==> src/rtl/fetch_ctrl_pkg.sv <==
// fetch_ctrl_pkg: shared types and constants for the fetch controller
package fetch_ctrl_pkg;
  typedef enum logic {IDLE, MD_BUSY} md_state_t;
  localparam logic [31:0] RESET_PC = 32'h0000_3000;
  localparam logic [31:0] EXC_VEC  = 32'h0000_4180;
  localparam logic [31:0] PC_STEP  = 32'd4;
endpackage

==> src/rtl/fetch_ctrl_md_busy_cnt.sv <==
// md_busy_cnt: HI/LO occupancy FSM with down-counter
module md_busy_cnt
  import fetch_ctrl_pkg::*;
#(
  parameter int MULT_CYC = 5,
  parameter int DIV_CYC  = 10
) (
  input  logic clk,
  input  logic reset,
  input  logic md_start,
  input  logic md_is_div,
  output logic md_busy
);
  localparam int CW = (DIV_CYC > 1) ? $clog2(DIV_CYC) : 1;
  localparam logic [CW-1:0] DIV_LD  = CW'(DIV_CYC - 1);
  localparam logic [CW-1:0] MULT_LD = CW'(MULT_CYC - 1);
  md_state_t state;
  logic [CW-1:0] cnt;
  // starts while busy (including the final cycle) are ignored
  always_ff @(posedge clk or posedge reset) begin
    if (reset) begin
      state   <= IDLE;
      cnt     <= '0;
      md_busy <= 1'b0;
    end else if (state == IDLE) begin
      if (md_start) begin
        state   <= MD_BUSY;
        md_busy <= 1'b1;
        cnt     <= md_is_div ? DIV_LD : MULT_LD;
      end
    end else if (cnt == '0) begin
      state   <= IDLE;
      md_busy <= 1'b0;
    end else begin
      cnt <= cnt - 1'b1;
    end
  end
endmodule

==> src/rtl/fetch_ctrl.sv <==
// fetch_ctrl: next-PC select, hazard stall and mult/div occupancy tracking.
// Define FETCH_CTRL_ADEL_EN to trap misaligned taken-branch targets.
module fetch_ctrl
  import fetch_ctrl_pkg::*;
#(
  parameter int          MULT_CYC = 5,
  parameter int          DIV_CYC  = 10,
  parameter logic [31:0] RESET_PC = fetch_ctrl_pkg::RESET_PC
) (
  input  logic        clk,
  input  logic        reset,
  input  logic [31:0] PC_F,
  input  logic        hzd_stall,
  input  logic        md_start,
  input  logic        md_is_div,
  input  logic        md_use_D,
  input  logic        br_taken_D,
  input  logic [31:0] br_target_D,
  output logic [31:0] NPC_F,
  output logic        stall,
  output logic        flush_E,
  output logic        md_busy,
  output logic        exc_adel
);
  md_busy_cnt #(.MULT_CYC(MULT_CYC), .DIV_CYC(DIV_CYC)) u_cnt (
    .clk(clk), .reset(reset), .md_start(md_start), .md_is_div(md_is_div), .md_busy(md_busy)
  );
  logic [31:0] seq_pc;
  assign seq_pc = PC_F + PC_STEP;
`ifdef FETCH_CTRL_ADEL_EN
  assign exc_adel = ~reset & br_taken_D & (br_target_D[1:0] != 2'b00);
  assign NPC_F = exc_adel ? EXC_VEC : br_taken_D ? br_target_D : seq_pc;
`else
  assign exc_adel = 1'b0;
  assign NPC_F = br_taken_D ? br_target_D : seq_pc;
`endif
  assign stall   = hzd_stall | (md_use_D & (md_busy | md_start));
  assign flush_E = stall;
endmodule

==> config.mk <==
export PLATFORM = sky130hd
export DESIGN_NAME = fetch_ctrl
export DESIGN_NICKNAME = d
export VERILOG_FILES = /design/src/rtl/fetch_ctrl_pkg.sv /design/src/rtl/fetch_ctrl_md_busy_cnt.sv /design/src/rtl/fetch_ctrl.sv
export SDC_FILE = /design/constraint.sdc
export NUM_CORES = 1
export LEC_CHECK = 0
export ABC_AREA = 0
export BUFFER_PORTS_ARGS = -buffer_cell sky130_fd_sc_hd__buf_2
export CORE_ASPECT_RATIO = 1.1
export CORE_MARGIN = 8
export CORE_UTILIZATION = 23
export DETAILED_ROUTE_END_ITERATION = 7
export GPL_TIMING_DRIVEN = 0
export SYNTH_ARGS = -nofsm -noshare
export SYNTH_HDL_FRONTEND = slang
export SYNTH_SLANG_ARGS = --single-unit
==> constraint.sdc <==
create_clock -name clk -period 1.35 [get_ports clk]
set_input_delay 0.0675 -clock clk [delete_from_list [all_inputs] [get_ports clk]]
set_output_delay 0.0675 -clock clk [all_outputs]
set_load 0.1 [all_outputs]
# Yosys cells after proc, flatten, opt, wreduce, memory -nomap -nowiden
# Cells that the tools add are included.
# word_totals
register_bits,6
output_inout_bits,36
elab_cells,25
# op_classes
add_sub_neg,2
n_eq_ne,2
muxes,11
bitwise,3
n_reduce_logical,4
# op_table
operator,count
"adder 32 x 3 -> 32 bit, second input constant",1
2-to-1 mux 32 bit,1
2-to-1 mux 4 bit,4
2-to-1 mux 1 bit,6
zero test 4 bit,1
"inequality test 2 bit, second input constant",2
AND reduction 2 bit,2
"subtractor 4 x 1 -> 4 bit, second input constant",1
OR 1 bit,2
nonzero test 2 bit,1
AND 1 bit,1

# Depth between registers and ports, before layout
# Gate-level depths: netlist of the first run.
# depth
word_depth,3
mapped_depth,6
mapped_depth_nobuf,6

# Modules after synthesis
# Synthesis of the first run repeated with hierarchy kept, for this count alone.
# unflattened
cells_unflattened,202
hier_area_um2,1368.8
# modules_own_cells
module,instances,cells_each,area_each_um2,seq_area_each_um2
fetch_ctrl,1,168,1043.5,0.0
md_busy_cnt,1,34,325.3,150.1

# Worst setup path after synthesis of the first run
# OpenSTA, ideal clock, no wires.
# synth_path
path_type,input-to-output
from,input port PC_F[7]
to,output port NPC_F[13]
t_arrival_ns,2.952
setup_slack_ns,-1.670
stages,5
path_buffers,1
path_cell_list,nand4_4 -> or3_1 -> buf_2 -> xor2_1 -> o21ai_0
# synth_between
elab_chain_cells,2
# synth_rtl
item,line,text
"start, declared",fetch_ctrl.sv:12,"input logic [31:0] PC_F,"
adder 32 x 3 -> 32 bit,fetch_ctrl.sv:29,assign seq_pc = PC_F + PC_STEP;
2-to-1 mux 32 bit,fetch_ctrl.sv:35,assign NPC_F = br_taken_D ? br_target_D : seq_pc;
"end, declared",fetch_ctrl.sv:19,"output logic [31:0] NPC_F,"
# Every way passes these cells.

# Worst setup path in the final report of the first run
# layout_path
from,input port PC_F[3]
to,output port NPC_F[22]
# Same word-level chain as after synthesis.

==> results.md, run 1 <==
* Post-route setup slack at -376.3 ps
* CTS buffer count at 3
* Slew of the pin with the lowest slew margin at 546.4 ps
* Clk_skew at 8.203 ps
* Layout cells sized above 1 at 0.7035
* CP Capture Type: primary output
* R2R Setup Slk at 50 ps
* Initial antenna violation count at 0
* Total routed wirelength at 6608 µm
* Syn_nets at 273
* TritonCTS clock tree: yes
* Multi-input combinational cell area at 0.001807 mm²
* Fin crit period at 1726 ps
* CTS clock-pin slew for the worst setup and hold paths at 40 ps
* # fillers at 435
* Cell Area, Synth at 0.001295 mm²
* Layout area overhead at 181.4%
* Routed wire length per instance at 15.77 µm
* Drt initial violations at 37
* Largest net degree at the start of global routing at 11
* CTS H-tree depth at 1
* Reg2reg start: u_cnt.cnt[0]$_DFFE_PP0P_
* Slew HR at 0.6357
* Final Max Tran Viols at 0
* Beginning of the worst hold path: md_is_div
* Post-Layout Cell Count at 419
* Worst EP arrival at 1660 ps
* Crit path required time at 1280 ps
* Fmax at 579.3 MHz
* GRT Util Overall at 0.1508
* Number of antenna diodes at 0
* Vias/cell at 5.021
* Row Count at 28
* GP Congestion at 0.8117
* Layout Nets at 418
* Post-synth EDFFs at 0
* Post-DP HPWL at 4718 µm
* Sink Count at 6
* Synth cell types at 40
* Total Die Area at 0.008291 mm²
* Die X at 87.55 µm
* RSZ-0062 raised after global routing: yes
* Synthesized flop and latch total at 6
* DP Cell Count at 379
* Pwr dens at 817.1 mW/mm²
* Total Power at 2.977 mW
* Vias in the first global route at 2248
* Post-DP Area at 0.002405 mm²
* Routed via count at 2104
* Root buffer cell: clkbuf_8
* DP Worst Slack at -829.7 ps
* Status: finished with violations
* Drt first pass iters at 4
* Async set-reset flop share out of synthesis at 1.000
* Register area at 153.9 µm²
* # DRC at 0
* Port bufs at 104
* Part of the cycle the worst path needs at 1.279
* Fin area at 0.003643 mm²
* Io pins at 107
* Post-Synthesis Cells at 200
* Violated checks: setup timing
* Peak supply drop at 0.7332 mV
* Clk_lat worst skew at 230 ps
* Ys flop type: dfrtp_1
* Die Y at 94.70 µm
* Max-cap violation count at 0
* Antenna Violating Nets Remaining at 0
* Final Hold Fails at 0
* First-pass GRT wire length at 10210 µm
* Final Hold Slack at 117.8 ps
* Yosys Warn Count at 0
* Initial Utilization at 0.2400
* Placeable Area at 0.005395 mm²
* CP startpoint kind: input port
* Longest Clk Path Bufs at 2
* Lkg Pwr at 1.467 nW
* Syn avg cell area at 6.475 µm²
* Register area share after synthesis at 0.1159
* Critical Path Fanout Max at 5
* Setup violators final at 17
* Hold Path Class: in2reg
* Worst Setup Path Type: in2out
* Critical path origin: PC_F[3]
* Overflow after GRT at 0
## final timing paths
| check | to | depth (start not counted) |
|---|---|---|
| hold reg to reg | u_cnt.cnt[1]$_DFFE_PP0P_ | 2 |
| setup / recovery | NPC_F[22] | 7 |
| max in group asynchronous | u_cnt.md_busy$_DFFE_PP0P_ | 3 |
| setup reg to reg | u_cnt.cnt[1]$_DFFE_PP0P_ | 6 |
| min in group asynchronous | u_cnt.md_busy$_DFFE_PP0P_ | 3 |
| hold / removal | u_cnt.cnt[2]$_DFFE_PP0P_ | 2 |
## through the flow
stage	TNS [ps]	utilization
global placement	-13260	0.4457
floorplan	-6147	-
detailed placement	-13480	0.4457
global route	-5478	0.6753
CTS	-4337	0.6178
finish	-4452	0.6753
## flip-flops by register name, indices dropped and copies added (netlist names)
| register | flops |
|---|---|
| u_cnt.cnt | 4 |
| u_cnt.state | 1 |
| u_cnt.md_busy | 1 |
## cell families (layout without fill, tap and decap cells)
family,Yosys count,after routing,synth area share
compound gates,52,52,0.2367
xor+xnor,14,14,0.09468
fa+ha+maj,2,2,0.01932
buf+inv,18,162,0.05893
flops,6,6,0.1159
mux,4,4,0.03381
other cells,1,1,0.002896
simple gates,103,103,0.4377
## cell usage after synthesis, types with 3 or more instances
cell type / number / share of area
nor3_1: 4 / 0.015
dfrtp_1: 6 / 0.12
xnor2_1: 10 / 0.068
mux2_2: 3 / 0.026
o21ai_0: 22 / 0.085
nor4_1: 4 / 0.019
or4_1: 8 / 0.046
nand2b_1: 3 / 0.014
a31oi_1: 14 / 0.068
xor2_1: 4 / 0.027
nor2_1: 18 / 0.052
nand2_1: 29 / 0.084
o31ai_1: 7 / 0.041
nand3_1: 9 / 0.035
inv_1: 7 / 0.020
or3_1: 10 / 0.048
nand4_1: 5 / 0.024
a21oi_1: 5 / 0.019
clkbuf_1: 7 / 0.020
## critical path: stages
cell and delay (ps):
buf_8 90, ha_4 150, nand3_4 80, or4_4 520
or3_4 360, a31oi_4 200, buf_12 190
## routing by layer
metal  track usage  vias up  wire length [µm]
li1              -     1036                 -
met1        0.1593      973              2478
met2        0.2743       79              3462
met3       0.05387       16               559
met4       0.04161        0               108
met5             0        -                 0
## report_power, final
group / internal (mW) / switching, mW
clock: 0.204 / 0.0917
sequential: 0.286 / 0.111
combinational: 0.905 / 1.38
## placed cells by master, fill, tap and decap left out, types with 3 or more instances in the layout
master    count
nand4_4       3
mux2_2        3
o31ai_2       4
buf_6        16
buf_4        35
nand4_1       5
nor2_1       18
dfrtp_1       5
clkbuf_8      4
a21oi_1       4
xor2_1        3
o31ai_1       3
o21ai_4      16
a31oi_4      14
or3_4         9
clkbuf_4      3
nand3_4       5
clkbuf_2      3
o21ai_0       4
inv_2         3
inv_1         5
or4_4         9
nand2_1      26
buf_8        12
buf_2        49
xnor2_2       3
nand3_1       5
nor3_1        3
nor4_4        3
buf_12       29
xnor2_1       7
## area by class of cell
cell class                 instances  area share
clock buffer                       4     0.01236
sequential                         6     0.04224
buffer                             9     0.02060
timing repair buffer             141      0.3949
tap                               75     0.02576
multi-input combinational        176      0.4959
inverter                           8    0.008242
## what timing repair did
| action | 4_1_cts | 5_1_grt |
|---|---|---|
| setup endpoints to repair | 32 | 31 |
| buffers inserted | 22 | 17 |
| gates resized for setup | 184 | 46 |
| gates cloned | 1 | 0 |
| hold endpoints to repair | 6 | 0 |
| hold buffers | 1 | 0 |
| pin swaps | 28 | 34 |
Power figures use the tool's default switching activity.
==> run 2: changes to the inputs <==
--- a/config.mk
+++ b/config.mk
@@ -5,7 +5,7 @@
 export SDC_FILE = /design/constraint.sdc
 export NUM_CORES = 1
 export LEC_CHECK = 0
-export ABC_AREA = 0
+export ABC_AREA = 1
 export BUFFER_PORTS_ARGS = -buffer_cell sky130_fd_sc_hd__buf_2
 export CORE_ASPECT_RATIO = 1.1
 export CORE_MARGIN = 8
==> results.md, run 2 <==
* Pwr dens at 933.6 mW/mm² (was 817.1 mW/mm²)
* Drt first pass iters at 4 (unchanged)
* TritonCTS clock tree: yes (unchanged)
* Total Die Area at 0.009802 mm² (was 0.008291 mm²)
* Ys flop type: dfrtp_1 (unchanged)
* Io pins at 107 (unchanged)
* Cell Area, Synth at 0.001584 mm² (was 0.001295 mm²)
* Initial antenna violation count at 0 (unchanged)
* Routed wire length per instance at 12.77 µm (was 15.77 µm)
* Critical Path Fanout Max at 6 (was 5)
* Overflow after GRT at 0 (unchanged)
* CP Capture Type: primary output (unchanged)
* Vias/cell at 4.472 (was 5.021)
* Fin crit period at 1363 ps (was 1726 ps)
* Syn_nets at 386 (was 273)
* Post-route setup slack at -12.62 ps (was -376.3 ps)
* Reg2reg start: u_cnt.cnt[0]$_DFFE_PP0P_ (unchanged)
* Vias in the first global route at 2272 (was 2248)
* DP Cell Count at 500 (was 379)
* CP startpoint kind: input port (unchanged)
* Initial Utilization at 0.2388 (was 0.2400)
* Most common cell after layout, fill and taps aside: nand2_1 (was buf_2)
* Die Y at 103.0 µm (was 94.70 µm)
* Async set-reset flop share out of synthesis at 1.000 (unchanged)
* Post-synth EDFFs at 0 (unchanged)
* Worst EP arrival at 1300 ps (was 1660 ps)
* Largest net degree at the start of global routing at 11 (unchanged)
* Commonest non-fill, non-tap cells in the layout: nand2_1, buf_2, inv_1, nand2_2, nand3_1 (was buf_2, buf_4, buf_12)
* Final Max Tran Viols at 0 (unchanged)
* RSZ-0062 raised after global routing: yes (unchanged)
* Layout cells sized above 1 at 0.4920 (was 0.7035)
* Syn avg cell area at 5.061 µm² (was 6.475 µm²)
* CTS buffer count at 3 (unchanged)
* Yosys Warn Count at 0 (unchanged)
* Setup violators final at 1 (was 17)
* Row Count at 31 (was 28)
* Hold Path End: u_cnt.cnt[0]$_DFFE_PP0P_ (was u_cnt.cnt[2]$_DFFE_PP0P_)
* Root buffer cell: clkbuf_8 (unchanged)
* Max-cap violation count at 0 (unchanged)
* Synthesized flop and latch total at 6 (unchanged)
* Port bufs at 105 (was 104)
* Beginning of the worst hold path: md_is_div (unchanged)
* Part of the cycle the worst path needs at 1.009 (was 1.279)
* Placeable Area at 0.006633 mm² (was 0.005395 mm²)
* Crit path required time at 1280 ps (about the same)
* Lkg Pwr at 1.540 nW (was 1.467 nW)
* Worst Setup Path Type: in2out (unchanged)
* Routed via count at 2312 (was 2104)
* Number of antenna diodes at 0 (unchanged)
* Post-DP HPWL at 5428 µm (was 4718 µm)
* Worst r2r dst: u_cnt.cnt[1]$_DFFE_PP0P_ (unchanged)
* Post-Synthesis Cells at 313 (was 200)
* CTS H-tree depth at 1 (unchanged)
* Post-Layout Cell Count at 517 (was 419)
* Clk_skew at 2.933 ps (was 8.203 ps)
* Register area share after synthesis at 0.09479 (was 0.1159)
* Total routed wirelength at 6600 µm (was 6608 µm)
* # DRC at 0 (unchanged)
* Fmax at 733.9 MHz (was 579.3 MHz)
* Status: finished with violations (unchanged)
* Layout area overhead at 89.57% (was 181.4%)
* GRT Util Overall at 0.1272 (was 0.1508)
* Hold path cells at 3 (was 2)
* Longest Clk Path Bufs at 2 (unchanged)
* Synth cell types at 29 (was 40)
* GP Congestion at 0.8544 (was 0.8117)
* Reg with most FFs: u_cnt.cnt (unchanged)
* First-pass GRT wire length at 10190 µm (was 10210 µm)
* Fin area at 0.003003 mm² (was 0.003643 mm²)
* Antenna Violating Nets Remaining at 0 (unchanged)
* Register area at 153.9 µm² (unchanged)
* Largest registers: u_cnt.cnt x4, u_cnt.md_busy x1, u_cnt.state x1 (unchanged)
* Final Hold Fails at 0 (unchanged)
* Violated checks: setup timing (unchanged)
* Die X at 95.13 µm (was 87.55 µm)
* Peak supply drop at 0.5778 mV (was 0.7332 mV)
* R2R Setup Slk at 50 ps (about the same)
* Setup TNS at -12.62 ps (was -4452 ps)
* Sink Count at 6 (unchanged)
* Post-DP Area at 0.002355 mm² (was 0.002405 mm²)
* Hold Path Class: in2reg (unchanged)
* Area leader, netlist: nand2_1 (was dfrtp_1)
* Largest register FFs at 4 (unchanged)
* Commonest cells in the netlist: nand2_1, nor2_1, inv_1, nand3_1, o21ai_0 (was nand2_1, o21ai_0, nor2_1)
* Total Power at 2.803 mW (was 2.977 mW)
* CTS clock-pin slew for the worst setup and hold paths at 40 ps (about the same)
* Multi-input combinational cell area at 0.001544 mm² (was 0.001807 mm²)
* Post-synth top area share at 0.3223 (was 0.1159)
* Worst R2R Path Depth at 7 (was 6)
* Most common cell in the netlist: nand2_1 (unchanged)
* Layout Nets at 509 (was 418)
* Drt initial violations at 74 (was 37)
* Dominant cells by area after synthesis: nand2_1, nand3_1, dfrtp_1 (was dfrtp_1, o21ai_0, nand2_1)
* Clk_lat worst skew at 230 ps (about the same)
* # fillers at 680 (was 435)
-- run 2: what timing repair did --
action,4_1_cts,5_1_grt
resized for setup,74,69
setup buffers,4,8
hold endpoints to repair,6,0
endpoints found under the setup margin,31,33
pin swaps,13,16
hold buffers,1,0
gates cloned,0,0
-- run 2: final cells by class --
class / count / share of cell area
plain buffers: 8 / 0.02250
multi-input cells: 266 / 0.5142
inverters: 33 / 0.04125
repair buffers: 118 / 0.3217
flip-flops and latches: 6 / 0.05125
clock buffers: 4 / 0.01500
well taps: 82 / 0.03417
-- run 2: how the worst max path moves through the flow --
stage,cells after the start,start,end
global placement,11,PC_F[2],NPC_F[22]
detailed placement,11,PC_F[2],NPC_F[22]
CTS,11,PC_F[3],NPC_F[18]
finish,11,PC_F[2],NPC_F[22]
floorplan,7,PC_F[2],NPC_F[12]
global route,11,PC_F[3],NPC_F[22]
-- run 2: kinds of logic after synthesis --
family / count (synthesis) / synth area share
compound gates: 26 / 0.08768
simple gates: 234 / 0.6730
buf+inv: 41 / 0.1098
xor+xnor: 3 / 0.01659
fa+ha+maj: 2 / 0.01580
other cells: 1 / 0.002367
flops: 6 / 0.09478
-- run 2: report_power, final --
part	switching (mW)	internal (mW)
Sequential	0.0851	0.286
Clock	0.0805	0.203
Combinational	1.41	0.740
-- run 2: stage by stage --
step / hold slack (ps) / setup WS, ps / utilization
4_1_cts: 171.9 / -54.18 / 0.4043
3_5_place_dp: -7.759 / -370.7 / 0.3550
3_3_place_gp: -13.06 / -343.5 / 0.3550
2_1_floorplan: -141.5 / -269.2 / -
6_report: 164.5 / -12.62 / 0.4527
5_1_grt: 192.1 / -124.5 / 0.4527
-- run 2: layer usage --
layer | global-route usage | routed length (µm)
met5 | 0 | 0
met1 | 0.1522 | 2705
met3 | 0.01602 | 369
met2 | 0.2376 | 3439
met4 | 0.01803 | 86
-- run 2: critical path, cell delays in order --
cell and delay (ps):
buf_8 80, ha_4 130, nand2_4 50, nor2_4 160, nand2_4 110, nor2_4 210
nand2_1 80, nand2_1 70, nand3_2 70, nand2_2 90, buf_12 170
==> run 3: changes to the inputs <==
--- a/config.mk
+++ b/config.mk
@@ -12,6 +12,7 @@
 export CORE_UTILIZATION = 23
 export DETAILED_ROUTE_END_ITERATION = 7
 export GPL_TIMING_DRIVEN = 0
+export PLACE_DENSITY_LB_ADDON = 0.08
 export SYNTH_ARGS = -nofsm -noshare
 export SYNTH_HDL_FRONTEND = slang
 export SYNTH_SLANG_ARGS = --single-unit
==> results.md, run 3 (synthesized netlist as in run 2, its figures left out) <==
* Slowest-stage cell, CP: nor2_4 (unchanged)
* Fmax at 725.1 MHz (was 733.9 MHz)
* Number of antenna diodes at 0 (unchanged)
* CTS clock-pin slew for the worst setup and hold paths at 40 ps (about the same)
* Final Max Tran Viols at 0 (unchanged)
* Layout cells sized above 1 at 0.5000 (was 0.4920)
* Drt initial violations at 47 (was 74)
* CTS buffer count at 3 (unchanged)
* Crit path required time at 1280 ps (about the same)
* Layout Nets at 508 (was 509)
* Fin crit period at 1379 ps (was 1363 ps)
* Port bufs at 105 (unchanged)
* Reg with most FFs: u_cnt.cnt (unchanged)
* Post-DP Area at 0.002355 mm² (unchanged)
* Die X at 95.13 µm (unchanged)
* Register area at 153.9 µm² (unchanged)
* Drt first pass iters at 4 (unchanged)
* Root buffer cell: clkbuf_8 (unchanged)
* Peak supply drop at 0.8443 mV (was 0.5778 mV)
* Critical Path Fanout Max at 6 (unchanged)
* Part of the cycle the worst path needs at 1.022 (was 1.009)
* NetSw at 1.562 mW (was 1.575 mW)
* Most common cell after layout, fill and taps aside: nand2_1 (unchanged)
* Die Y at 103.0 µm (unchanged)
* Clk_skew at 3.901 ps (was 2.933 ps)
* Antenna Violating Nets Remaining at 0 (unchanged)
* Vias/cell at 4.382 (was 4.472)
* RSZ-0062 raised after global routing: yes (unchanged)
* Worst path bufs/invs at 2 (unchanged)
* Final Hold Fails at 0 (unchanged)
* Sink Count at 6 (unchanged)
* Overflow after GRT at 0 (unchanged)
* Initial Utilization at 0.2388 (unchanged)
* Clock share of power at 0.107 (was 0.101)
* GRT Util Overall at 0.1324 (was 0.1272)
* Largest register FFs at 4 (unchanged)
* Post-DP HPWL at 5518 µm (was 5428 µm)
* Pwr dens at 923.6 mW/mm² (was 933.6 mW/mm²)
* Commonest non-fill, non-tap cells in the layout: nand2_1, buf_2, nand2_2 (was nand2_1, buf_2, inv_1, nand2_2, nand3_1)
* GP Congestion at 0.7960 (was 0.8544)
* Internal power at 1.179 mW (was 1.228 mW)
* First-pass GRT wire length at 10540 µm (was 10190 µm)
* Net Sw Frac at 0.5700 (was 0.5618)
* Sequence of cells on the critical path: buf_8 -> ha_4 -> nand2_4 -> nor2_4 -> nand2_4 -> nor2_4 -> nand2_1 -> nand2_1 -> nand3_2 -> nand2_2 -> buf_12 (unchanged)
* Vias in the first global route at 2400 (was 2272)
* Routed via count at 2261 (was 2312)
* Placeable Area at 0.006633 mm² (unchanged)
* Layout area overhead at 87.36% (was 89.57%)
* Total routed wirelength at 6652 µm (was 6600 µm)
* Status: finished with violations (unchanged)
* Total Die Area at 0.009802 mm² (unchanged)
* Lkg Pwr at 1.509 nW (was 1.540 nW)
* Setup violators final at 2 (was 1)
* Row Count at 31 (unchanged)
* Multi-input combinational cell area at 0.001534 mm² (was 0.001544 mm²)
* Max-cap violation count at 0 (unchanged)
* CP Capture Type: primary output (unchanged)
* Io pins at 107 (unchanged)
* Fin area at 0.002968 mm² (was 0.003003 mm²)
* Power share of the combinational group at 0.758 (was 0.767)
* Longest Clk Path Bufs at 2 (unchanged)
* Clk_lat worst skew at 230 ps (about the same)
* Sequential share of power at 0.134 (was 0.132)
* CP startpoint kind: input port (unchanged)
* Post-route setup slack at -29.13 ps (was -12.62 ps)
* Initial antenna violation count at 0 (unchanged)
* # fillers at 730 (was 680)
* Crit-path max cell delay at 220 ps (was 210 ps)
* Routed wire length per instance at 12.89 µm (was 12.77 µm)
* CTS H-tree depth at 1 (unchanged)
* # DRC at 0 (unchanged)
* Worst Setup Path Type: in2out (unchanged)
* Worst EP arrival at 1310 ps (was 1300 ps)
* Largest net degree at the start of global routing at 11 (unchanged)
* Violated checks: setup timing (unchanged)
* Largest registers: u_cnt.cnt x4, u_cnt.md_busy x1, u_cnt.state x1 (unchanged)
* TritonCTS clock tree: yes (unchanged)
* Top delay family on crit path: simple AND/OR/NAND/NOR gates (unchanged)
* Hold Path Class: in2reg (unchanged)
* Final core utilization at 0.4475 (was 0.4527)
-- run 3: cell types whose count changed in the layout (fill, tap and decap cells not counted), moves of 3 or more --
cell and change:
nor2_2 +5, nor2_1 -4, nand2_2 +3, nand2_4 -3
-- run 3: path summary, 6_finish.rpt --
check                                    startpoint                         to  slack, ps  cells after the start
max                                         PC_F[3]                  NPC_F[22]        -30                     11
min                                       md_is_div   u_cnt.cnt[2]$_DFFE_PP0P_        150                      4
max reg2reg                u_cnt.cnt[1]$_DFFE_PP0P_   u_cnt.cnt[2]$_DFFE_PP0P_         50                      7
min reg2reg                u_cnt.cnt[0]$_DFFE_PP0P_   u_cnt.cnt[0]$_DFFE_PP0P_        560                      2
max in group asynchronous                     reset  u_cnt.md_busy$_DFFE_PP0P_        830                      3
min in group asynchronous                     reset  u_cnt.md_busy$_DFFE_PP0P_        290                      3
-- run 3: what timing repair did --
item,in CTS,in global routing
pin swaps,17,20
hold buffers,1,0
gates cloned,0,0
setup buffers,3,8
resized for setup,85,54
setup endpoints to repair,32,33
hold endpoints to repair,6,0
-- run 3: through the flow --
step	instances	total power, mW	worst slack [ps]	setup TNS [ps]	hold slack [ps]
final	516	2.741	-29.13	-48.62	153.9
after detailed placement	500	2.005	-359.9	-6981	-7.058
after CTS	508	2.560	-60.25	-173.9	166.5
after global routing	516	2.912	-94.33	-483.1	183.2
after floorplan	313	1.653	-269.2	-278.9	-141.5
after global placement	500	1.999	-357.7	-6910	3.328
-- run 3: area by class of cell --
type / count / area share
clock buffer: 4 / 0.01518
tap: 82 / 0.03457
buffer: 8 / 0.02319
sequential: 6 / 0.05186
timing repair buffer: 117 / 0.3166
multi-input combinational: 266 / 0.5169
inverter: 33 / 0.04174
-- run 3: tightest hold or removal path, cell delays in order --
cell and delay [ps]:
buf_2 90, nand2_1 50, o211ai_1 70, o21ai_1 60
-- run 3: power groups by stage --
stage / Clock (mW) / Sequential (mW) / Combinational [mW]
6_report: 0.294 / 0.368 / 2.08
4_1_cts: 0.298 / 0.354 / 1.91
5_1_grt: 0.310 / 0.378 / 2.22
3_3_place_gp: 0 / 0.343 / 1.66
2_1_floorplan: 0 / 0.430 / 1.22
3_5_place_dp: 0 / 0.341 / 1.66
-- run 3: layer usage --
metal  GRT usage  wire [µm]
met1      0.1484       2624
met2      0.2467       3495
met3     0.03132        456
met4     0.02404         75
met5           0          0
